`config.mk`:
```
export PLATFORM = sky130hd
export DESIGN_NAME = pc_sequencer
export DESIGN_NICKNAME = d
export VERILOG_FILES = /design/src/rtl/pc_pkg.sv /design/src/rtl/pc_target_calc.sv /design/src/rtl/pc_sequencer.sv
export SDC_FILE = /design/constraint.sdc
export NUM_CORES = 1
export LEC_CHECK = 0
export ABC_AREA = 1
export CAP_MARGIN = 5
export CORE_ASPECT_RATIO = 1.25
export CORE_MARGIN = 8
export CORE_UTILIZATION = 40
export CTS_BUF_LIST = sky130_fd_sc_hd__clkbuf_4
export CTS_CLUSTER_DIAMETER = 80
export CTS_CLUSTER_SIZE = 8
export DETAILED_ROUTE_END_ITERATION = 8
export HOLD_SLACK_MARGIN = 0.05
export PLACE_DENSITY = 0.69
export RECOVER_POWER = 25
export SYNTH_ARGS = -nofsm -noshare
export SYNTH_HDL_FRONTEND = slang
export SYNTH_SLANG_ARGS = --single-unit
```
`constraint.sdc`:
```
create_clock -name clk -period 5.1 [get_ports clk]
set_clock_uncertainty 0.2 [all_clocks]
set_input_delay 1.275 -clock clk [delete_from_list [all_inputs] [get_ports clk]]
set_output_delay 1.275 -clock clk [all_outputs]
set_load 0.005 [all_outputs]
```
`src/rtl/pc_pkg.sv`:
```
// Shared types and constants for the fetch-stage program counter sequencer.
package pc_pkg;

    typedef enum logic [1:0] {
        REDIR_BRANCH = 2'd0,
        REDIR_JALR   = 2'd1,
        REDIR_TRAP   = 2'd2,
        REDIR_RSVD   = 2'd3
    } redir_e;

    typedef enum logic [1:0] {
        ST_BOOT = 2'd0,
        ST_RUN  = 2'd1,
        ST_HALT = 2'd2
    } pc_state_e;

    localparam logic [1:0] REDIR_W = 2'd2;

endpackage

```
`src/rtl/pc_target_calc.sv`:
```
// Combinational redirect target computation with alignment check against INC.
module pc_target_calc
    import pc_pkg::*;
#(
    parameter int          PC_WIDTH    = 32,
    parameter logic [31:0] TRAP_VECTOR = 32'h0000_0100,
    parameter int          INC         = 4
) (
    input  logic [1:0]          mode,
    input  logic [PC_WIDTH-1:0] base,
    input  logic [PC_WIDTH-1:0] offset,
    output logic [PC_WIDTH-1:0] target,
    output logic                misaligned_tgt
);

    localparam logic [PC_WIDTH-1:0] INC_W  = PC_WIDTH'(INC);
    localparam logic [PC_WIDTH-1:0] TRAP_W = PC_WIDTH'(TRAP_VECTOR);

    logic [PC_WIDTH-1:0] sum;

    assign sum = base + offset;

    always_comb begin
        target         = TRAP_W;
        misaligned_tgt = 1'b0;
        case (redir_e'(mode))
            REDIR_BRANCH: begin
                target         = sum;
                misaligned_tgt = (sum % INC_W) != '0;
            end
            REDIR_JALR: begin
                target         = {sum[PC_WIDTH-1:1], 1'b0};
                misaligned_tgt = ({sum[PC_WIDTH-1:1], 1'b0} % INC_W) != '0;
            end
            // TRAP and the reserved encoding both vector to the trap handler
            default: begin
                target         = TRAP_W;
                misaligned_tgt = 1'b0;
            end
        endcase
    end

endmodule

```
`src/rtl/pc_sequencer.sv`:
```
// Fetch-stage PC: BOOT/RUN/HALT FSM, valid/ready fetch handshake, redirect flush and
// misaligned-target trapping.
module pc_sequencer
    import pc_pkg::*;
#(
    parameter int          PC_WIDTH     = 32,
    parameter logic [31:0] RESET_VECTOR = 32'h0000_0000,
    parameter logic [31:0] TRAP_VECTOR  = 32'h0000_0100,
    parameter int          INC          = 4
) (
    input  logic                clk,
    input  logic                rst,
    input  logic                fetch_ready,
    input  logic                stall,
    input  logic                halt_req,
    input  logic                resume,
    input  logic                redirect_valid,
    input  logic [1:0]          redirect_mode,
    input  logic [PC_WIDTH-1:0] redirect_base,
    input  logic [PC_WIDTH-1:0] redirect_offset,
    output logic [PC_WIDTH-1:0] pc,
    output logic [PC_WIDTH-1:0] pc_plus_inc,
    output logic                fetch_valid,
    output logic                misaligned,
    output logic [PC_WIDTH-1:0] trap_epc,
    output logic                halted
);

    localparam logic [PC_WIDTH-1:0] INC_W   = PC_WIDTH'(INC);
    localparam logic [PC_WIDTH-1:0] TRAP_W  = PC_WIDTH'(TRAP_VECTOR);
    localparam logic [PC_WIDTH-1:0] RESET_W = PC_WIDTH'(RESET_VECTOR);

    pc_state_e           state, state_next;
    logic [PC_WIDTH-1:0] target, pc_next;
    logic                misaligned_tgt, advance;

    pc_target_calc #(
        .PC_WIDTH    (PC_WIDTH),
        .TRAP_VECTOR (TRAP_VECTOR),
        .INC         (INC)
    ) u_target (
        .mode           (redirect_mode),
        .base           (redirect_base),
        .offset         (redirect_offset),
        .target         (target),
        .misaligned_tgt (misaligned_tgt)
    );

    always_ff @(posedge clk or posedge rst) begin
        if (rst) state <= ST_BOOT;
        else     state <= state_next;
    end

    always_comb begin
        state_next = state;
        case (state)
            ST_BOOT: state_next = ST_RUN;
            ST_RUN:  if (!redirect_valid && halt_req) state_next = ST_HALT;
            ST_HALT: if (redirect_valid || resume) state_next = ST_RUN;
            default: state_next = ST_BOOT;
        endcase
    end

    always_comb begin
        fetch_valid = (state == ST_RUN);
        halted      = (state == ST_HALT);
    end

    // Redirect flushes from any state and overrides stall, backpressure and halt_req.
    assign advance = (state == ST_RUN) && !redirect_valid && !halt_req && !stall && fetch_ready;

    always_comb begin
        pc_next = pc;
        if (redirect_valid) pc_next = misaligned_tgt ? TRAP_W : target;
        else if (advance)   pc_next = pc + INC_W;
    end

    assign pc_plus_inc = pc + INC_W;

    always_ff @(posedge clk or posedge rst) begin
        if (rst) begin
            pc         <= RESET_W;
            misaligned <= 1'b0;
            trap_epc   <= '0;
        end else begin
            pc         <= pc_next;
            misaligned <= redirect_valid && misaligned_tgt;
            if (redirect_valid && misaligned_tgt) trap_epc <= target;
        end
    end

endmodule
```
==> reports/results.tsv <==
metric	value	unit
status	complete, but fails checks	
failing checks	max-capacitance violations, max-slew violations	
Pwr Total	2.09	mW
WP data required	3.62	ns
FMAX	0.237	GHz
CTS buffer count	9	
Final Max Tran Viols	42	
CTS resizes	0	
worst flop-to-flop path startpoint	pc[2]	
drt drc	0	
die width	127	µm
syn nets	1102	
FFs w/ async S/R, synth	100	%
first-pass GRT wire length	33200	µm
Post-synth EDFFs	0	
die height	155	µm
fin crit share	82.6	%
Worst slew margin	-3.32	%
Port Buffers	171	
Clock transition at path regs	0.13	ns
routed wire length	20400	µm
io pins	172	
Worst Path Arrival	2.74	ns
RSZ-0062 raised after global routing	no	
Skew-Pair Late Insertion Delay	0.42	ns
clk root buf	clkbuf_4	
Setup TNS	0	ns
vias after detailed routing	6750	
register area share after synthesis	27.3	%
GR Layer Usage met2	36.2	%
routability cong.	0.948	
Mapped Cells	996	
delay of the slowest critical-path stage	0.71	ns
DRT antenna net count	0	
Final Critical Period	4.21	ns
synthesized cell area	6150	µm²
Hold Path Class	reg -> reg	
clock buffer depth	2	
critical path startpoint	pc[2]	
hpwl dp	17300	µm
critical-path cell list	ha_1, nand3_2, nor4_1, nand3b_1, nand2_1, clkdlybuf4s50_1	
Pwr per Cell Area	255	nW/µm²
CP Capture Type	output pin	
most frequent cells in the layout	nand2_1 (348), clkdlybuf4s50_1 (169), inv_1 (149)	
via/cell ratio	5.00	
Setup-failing EPs final	0	
vias in the first global route	6580	
Syn Area/Cell	6.17	µm²
largest net degree at the start of global routing	55	
CTS HTree Levels	3	
number of antenna violations at the first check in global routing	1	
startpoint types	register	
Synth-to-Final Area Change	33.3	%
Worst VDD drop	0.000134	V
leakage power	4.14	nW
Die ar.	19600	µm²
critical path class	reg -> out	
critical-path maximum fanout	4	
Starting DRT DRC Count	427	
share of layout cells above drive strength 1	5.06	%
Worst Max-Slew Pin Slew	1.55	ns
GRT met1 Usage	26.1	%
MaxCap Viol Count	1	
Remaining Overflow, GRT	0	
core box area	15000	µm²
post-CTS setup repair buffer count	0	
Rows	50	
Routed wire per std cell	15.2	µm
YS warnings	0	
hold_buf cts	0	
ys flop type	dfrtp_1	
met3 Usage GRT	2.44	%
drt pass-1 iters	5	
CP max-delay cell	nor4_1	
most common cell after layout, fill and taps aside	nand2_1	
Top Usage Layer GRT	met2	
# nets final	1267	
Cell variety after synth	41	
Seq cells post-synth	67	
CTS tree	yes	
GRT Util Overall	20.9	%
Starting Density	40.9	%
clock sink count	67	
Hold Vio Cnt, Final	0	
worst hold start	trap_epc[3]	
## metrics by stage
step	util [%]	setup WS, ns	hold slack [ns]	instance area [µm²]	instances
finish	54.6	0.886	0.298	8190	1349
global route	54.6	0.594	0.318	8190	1349
CTS	54.6	0.819	0.299	8190	1348
detailed placement	53.5	1.14	0.273	8030	1332
global placement	53.5	1.19	0.263	8030	1332
floorplan	-	1.93	0.265	6150	996
## cell type report
type / count / area (µm²)
inverters: 152 / 571
flip-flops and latches: 67 / 1680
diodes: 1 / 2.50
fillers: 1573 / 6820
clock inverters: 7 / 92.6
clock buffers: 9 / 67.6
well taps: 182 / 228
repair buffers: 178 / 1760
multi-input cells: 753 / 3790
## worst max-delay path, delay by kind of cell, from the launching register on
family	cells	cell delay, ns
adders and majority gates	1	0.25
buffers and inverters	1	0.51
DFF	1	0.44
and+or+nand+nor	4	1.12
## synthesized netlist by cell type (6+ instances only)
cell / count / share of area [%]
nand4_1: 41 / 4.2
nand3_1: 59 / 4.8
a22oi_1: 8 / 0.98
ha_1: 32 / 6.5
o21ai_0: 48 / 3.9
buf_2: 6 / 0.49
inv_1: 149 / 9.1
nand2_1: 348 / 21
dfrtp_1: 67 / 27
nor3_1: 11 / 0.90
nand3b_1: 8 / 0.98
xor2_1: 14 / 2.0
nor2_1: 83 / 5.1
nor2_2: 6 / 0.61
clkbuf_1: 11 / 0.67
or2_2: 10 / 1.0
a21oi_1: 37 / 3.0
## metal layers
layer | up-vias | part of all wire (%)
met4 | 0 | 2.3
met2 | 190 | 49
met5 | - | 0
li1 | 3517 | -
met1 | 3020 | 44
met3 | 23 | 5.1
## where the power goes
group | internal (mW) | total (mW) | switching, mW
Sequential | 0.635 | 0.753 | 0.118
Combinational | 0.478 | 0.942 | 0.464
Clock | 0.197 | 0.395 | 0.198
## path summary, 6_finish.rpt
path	endpoint	slack, ns	cells after the start
worst max-delay path	pc_plus_inc[30]	0.89	6
worst min-delay path	trap_epc[3]	0.30	2
worst max register to register	pc[30]	2.75	8
worst min register to register	trap_epc[3]	0.30	2
max in group asynchronous	trap_epc[24]	1.13	3
min in group asynchronous	state[1]	1.54	2
## cells by family (layout without fill, tap and decap cells)
logic type               Yosys count  in the layout  synth area share, %
XOR/XNOR                          21             21                 3.24
flip-flops                        67             67                 27.3
AND/OR/NAND/NOR                  591            591                 42.1
adder cells (fa/ha/maj)           33             33                 6.84
AO/OA/AOI/OAI                    108            108                 9.59
other                              0              1                    0
buffers and inverters            176            346                 11.0
## sequential cells by signal (all words and copies together) (netlist names)
name	count
pc	32
trap_epc	32
state	2
misaligned	1
Note: power is estimated with default switching activity, not from simulation.
